$ cat src/rtl/veririsc_pkg.sv
// veririsc_pkg: opcode and sequencer-state encodings shared by the VeriRISC blocks
package veririsc_pkg;
  typedef enum logic [2:0] {
    HLT = 3'd0,
    SKZ = 3'd1,
    ADD = 3'd2,
    AND = 3'd3,
    XOR = 3'd4,
    LDA = 3'd5,
    STO = 3'd6,
    JMP = 3'd7
  } opcode_t;
  typedef enum logic [3:0] {
    INST_ADDR  = 4'd0,
    INST_FETCH = 4'd1,
    INST_LOAD  = 4'd2,
    IDLE       = 4'd3,
    OP_ADDR    = 4'd4,
    OP_FETCH   = 4'd5,
    ALU_OP     = 4'd6,
    STORE      = 4'd7,
    HALTED     = 4'd8
  } state_t;
  function automatic logic is_aluop(input opcode_t op);
    return op inside {ADD, AND, XOR, LDA};
  endfunction
endpackage

$ cat src/rtl/veririsc_controller.sv
// veririsc_controller: eight-phase fetch/execute sequencer driving the VeriRISC datapath enables
module veririsc_controller
  import veririsc_pkg::*;
(
  input  logic       clk,
  input  logic       reset,
  input  opcode_t    opcode,
  input  logic       zero,
  output logic       mem_rd,
  output logic       load_ir,
  output logic       halt,
  output logic       inc_pc,
  output logic       load_ac,
  output logic       load_pc,
  output logic       mem_wr,
  output logic [3:0] phase
);
  state_t state, next_state;
  logic alu, exec;
  // phase register; active-low reset abandons any instruction, halted or not
  always_ff @(posedge clk)
    if (!reset) state <= INST_ADDR;
    else state <= next_state;
  // next phase and combinational enable decode from (phase, opcode, zero)
  always_comb begin
    alu = is_aluop(opcode);
    exec = state inside {ALU_OP, STORE};
    next_state = state == HALTED ? HALTED :
                 (state == OP_ADDR && opcode == HLT) ? HALTED :
                 state == STORE ? INST_ADDR : state_t'(state + 4'd1);
    mem_rd = state inside {INST_FETCH, INST_LOAD, IDLE} || (state inside {OP_FETCH, ALU_OP, STORE} && alu);
    load_ir = state inside {INST_LOAD, IDLE};
    halt = state == HALTED || (state == OP_ADDR && opcode == HLT);
    inc_pc = state == OP_ADDR || (state == ALU_OP && opcode == SKZ && zero) || (state == STORE && opcode == JMP);
    load_ac = exec && alu;
    load_pc = exec && opcode == JMP;
    mem_wr = state == STORE && opcode == STO;
    phase = state;
  end
endmodule

$ cat config.mk
export PLATFORM = sky130hd
export DESIGN_NAME = veririsc_controller
export DESIGN_NICKNAME = d
export VERILOG_FILES = /design/src/rtl/veririsc_pkg.sv /design/src/rtl/veririsc_controller.sv
export SDC_FILE = /design/constraint.sdc
export NUM_CORES = 1
export LEC_CHECK = 0
export CAP_MARGIN = 40
export CORE_AREA = 2 2 39 41
export DETAILED_ROUTE_END_ITERATION = 8
export DIE_AREA = 0 0 41 43
export PLACE_DENSITY = 0.53
export SLEW_MARGIN = 0
export SYNTH_ARGS = -nofsm -noshare
export SYNTH_HDL_FRONTEND = slang
export SYNTH_SLANG_ARGS = --single-unit
$ cat constraint.sdc
create_clock -name clk -period 1.9 [get_ports clk]
set_clock_uncertainty 0.2 [all_clocks]
set_input_delay 0.57 -clock clk [delete_from_list [all_inputs] [get_ports clk]]
set_output_delay 0.57 -clock clk [all_outputs]
set_load 0.02 [all_outputs]
Yosys cells after proc, flatten, opt, wreduce, memory -nomap -nowiden

Cells that the tools add are included.

Register bits after elaboration: 4
Output and inout port bits: 11
Bits of input ports: 6

Reduce and logical (&&, ||, !) cells: 19
Muxes and demuxes: 3
Equality and inequality tests: 15
Bitwise logic cells: 1
Add/subtract/negate cells: 1

Operators by type and width:

| cell                  | count |
|---|---|
| $eq A4 B3 Y1 const B  | 4 |
| $eq A3 B3 Y1 const B  | 4 |
| $mux W4               | 3 |
| $eq A4 B2 Y1 const B  | 2 |
| $logic_and A1 B1 Y1   | 8 |
| $eq A3 B2 Y1 const B  | 2 |
| $reduce_bool A3 Y1    | 2 |
| $add A4 B1 Y4 const B | 1 |
| $eq A4 B1 Y1 const B  | 1 |
| $eq A4 B4 Y1 const B  | 1 |
| $logic_or A1 B1 Y1    | 4 |
| $reduce_bool A2 Y1    | 2 |
| $reduce_bool A4 Y1    | 1 |
| $reduce_or A4 Y1      | 1 |
| $eq A3 B1 Y1 const B  | 1 |
| $logic_not A3 Y1      | 1 |
| $not A1 Y1            | 1 |

Depth between registers and ports, before layout

Depth in word-level cells: 5
Mapped depth: 5
Gate-level depth less buffers: 5

Least setup slack after synthesis

No wires, ideal clock.

Path kind: flip-flop to output port
Start: register state[1], in the netlist phase[1]
End: output inc_pc
Buffers on the path: 1
Stages on the path, launching flop included: 5
Setup slack: -408 ps
Arrival time: 1538 ps
Cells stage by stage: dfxtp_1 -> ha_1 -> clkbuf_1 -> a41oi_1 -> a21boi_0

Longest elaborated chain between the ends: 5

RTL lines:

| what                              | RTL line                  | text |
|---|---|---|
| from (decl)                       | veririsc_controller.sv:18 | `state_t state, next_state;` |
| from (signal assigned)            | veririsc_controller.sv:23 | `else state <= next_state;` |
| $eq A4 B3 Y1                      | veririsc_controller.sv:34 | `inc_pc = state == OP_ADDR \|\| (state == ALU_OP && opcode == SKZ && zero) \|\| (state == STORE && opcode == JMP);` |
| $logic_and A1 B1 Y1 (2 in series) | veririsc_controller.sv:34 |  |
| $logic_or A1 B1 Y1                | veririsc_controller.sv:34 |  |
| $logic_or A1 B1 Y1 *              | veririsc_controller.sv:34 |  |
| to (decl)                         | veririsc_controller.sv:12 | `output logic inc_pc,` |

Every way passes the cells marked *; elsewhere a longest branch is shown, timed or not.

Worst setup path after layout

Start: register state[0], in the netlist phase[0]
End: output halt

Longest elaborated chain between the ends: 3

RTL lines:

| what                 | RTL line                  | text |
|---|---|---|
| $eq A4 B3 Y1         | veririsc_controller.sv:33 | `halt = state == HALTED \|\| (state == OP_ADDR && opcode == HLT);` |
| $logic_and A1 B1 Y1  | veririsc_controller.sv:33 |  |
| $logic_or A1 B1 Y1 * | veririsc_controller.sv:33 |  |
| to (decl)            | veririsc_controller.sv:11 | `output logic halt,` |

Marks and branches as above.

==> impl_metrics.tcl <==
set metrics [dict create \
    outcome "finished with violations" \
    violations "negative setup slack" \
    port-buffer-count 16 \
    startpoint_type "flop" \
    crit_path_start "phase[0]" \
    r2r_start "phase[0]" \
    min_from "phase[0]" \
    clk_pin_slew_ps 40 \
    rows 14 \
    syn_avg_cell_area_um2 8.63 \
    cts-hold-fix-buffers 0 \
    r2r_cells 6 \
    grtUsageMet3_pct 3.14 \
    leakage_nw 0.342 \
    synthToLayoutAreaGrowth_pct 121 \
    grt_pass1_vias 406 \
    fmax_ghz 0.462 \
    synth_cells 39 \
    finalHoldViolCount 0 \
    layout_common_cells "14 x buf_4, 5 x dlygate4sd2_1, 5 x buf_6" \
    crit_fanout 3 \
    grt_use_met1_pct 14.1 \
    chipWidth_um 41 \
    synth_area_um2 337 \
    final_net_count 82 \
    place_area_um2 624 \
    hold_class "flop to flop" \
    largest_reg_flops 4 \
    reg2reg_to "phase[0]" \
    clk_latency_ps 240 \
    grt_max_degree 7 \
    ant_nets 0 \
    dieHeight_um 43 \
    numCtsBuffers 3 \
    synthTopCellsByArea "dfxtp_1 24%, ha_1 15%, a41oi_4 8.2%" \
    vias_per_cell 4.63 \
    worst_slack_ps -265 \
    hpwl_um 813 \
    final_common_cell "buf_4" \
    drive_gt1_share_pct 74.6 \
    cp.required_ps 1130 \
    rsz0062_at_grt "true" \
    floorplan.initialDensity_pct 24.3 \
    first_pass_iters 2 \
    insertedDiodeCount 0 \
    regToRegSetupSlack_ps 310 \
    grt_usage_pct 14.5 \
    cp-end-kind "output port" \
    ys_seq_elements 4 \
    max_cap_violations 0 \
    wl_per_cell_um 12.1 \
    period_share_pct 114 \
    finalSetupViolCount 7 \
    tightest_slew_ps 212 \
    min_to "phase[0]" \
    gp_congestion 0.656 \
    busiest_layer "met2" \
    drv_slew 0 \
    dieArea_um2 1760 \
    period_minus_slack_ps 2160 \
    power_density_nw_per_um2 582 \
    vdd_ir_drop_max_mv 0.312 \
    drc_errors 0 \
    postLayoutCellArea_um2 744 \
    final_core_util_pct 53.8 \
    antenna_found_initial 0 \
    root_buffer "clkbuf_4" \
    cts.path.max_buffers 2 \
    ctsHtreeMaxLevel 1 \
    grt_pass1_wl_um 1640 \
    syn-num-nets 49 \
    met2_usage_pct 24.1 \
    cts_num_sinks 4 \
    synth-warning-count 0 \
    wl_um 1050 \
    vias 403 \
    crit_type "flop to output port" \
    crit_arrival_ps 1390 \
    hold_depth 2 \
    coreArea_um2 1380 \
    cts_tree "built" \
    drt_iter0_markers 2 \
    ys_types 21 \
    synth_top_area_share_pct 23.8 \
    relSlewSlack_pct 85.9 \
    globalRouteOverflowTotal 0 \
    seq_area_frac_synth_pct 23.8 \
    io-pin-count 17 \
    yosysTopAreaCell "dfxtp_1" \
]
worst max-delay path: stages (launching register included):
cell and delay (ps):
dfxtp_4 370, inv_4 50, ha_4 150, and3b_2 200, a41oi_4 200, inv_2 50, buf_6 130
per-stage QoR:
step | worst slack (ps) | total power [mW] | cells | TNS (ps) | hold slack [ps]
CTS | -267 | 0.431 | 87 | -1660 | 392
floorplan | -2.39 | 0.206 | 39 | -2.39 | 411
detailed placement | -1010 | 0.296 | 78 | -6160 | 409
global route | -315 | 0.465 | 87 | -1550 | 426
finish | -265 | 0.433 | 87 | -1080 | 409
global placement | -1010 | 0.292 | 78 | -6150 | 407
timing repair:
item	4_1_cts	5_1_grt
resized for setup	56	20
buffers inserted	5	0
pin swaps	5	6
setup endpoints to repair	11	7
endpoints found under the hold margin	0	0
logic make-up after synthesis:
| logic type | share of synthesized area (%) |
|---|---|
| AO/OA/AOI/OAI | 19.0 |
| XOR/XNOR | 5.21 |
| multiplexers | 2.97 |
| AND/OR/NAND/NOR | 28.6 |
| flip-flops | 23.8 |
| adder cells (fa/ha/maj) | 14.9 |
| buffers and inverters | 5.57 |
where the power goes:
part	switching [mW]	total [mW]	internal, mW	leakage, nW
clock	0.0359	0.115	0.0788	0.0150
sequential	0.0127	0.108	0.0955	0.0350
combinational	0.108	0.210	0.103	0.292
layout make-up:
| class | count | area [um^2] |
|---|---|---|
| multi-input cells | 30 | 353 |
| fillers | 132 | 639 |
| inverters | 4 | 20.0 |
| flip-flops and latches | 4 | 90.1 |
| repair buffers | 29 | 235 |
| clock buffers | 4 | 26.3 |
| well taps | 16 | 20.0 |
layer usage:
layer | share of wire, % | vias to the layer above
li1 | - | 202
met1 | 39 | 187
met2 | 55 | 12
met3 | 5.1 | 2
met4 | 0.95 | 0
met5 | 0 | -
worst max path at each step:
stage / to / slack (ps) / cells past startpoint
after detailed placement: inc_pc / -1010 / 5
after floorplan: load_pc / -2 / 4
after global routing: halt / -310 / 6
after global placement: inc_pc / -1010 / 5
after CTS: halt / -270 / 6
final: halt / -260 / 6
cell usage after synthesis (all sizes together):
cell type / count
dfxtp: 4
ha: 4
inv: 4
nor2: 4
nor3: 4
a21boi: 2
a41oi: 2
and4: 2
nand2: 2
a211oi: 1
and2b: 1
and3: 1
and3b: 1
clkbuf: 1
mux2i: 1
nand3: 1
nand4: 1
o21ai: 1
xnor2: 1
xor2: 1
Note: power is estimated with default switching activity, not from simulation.
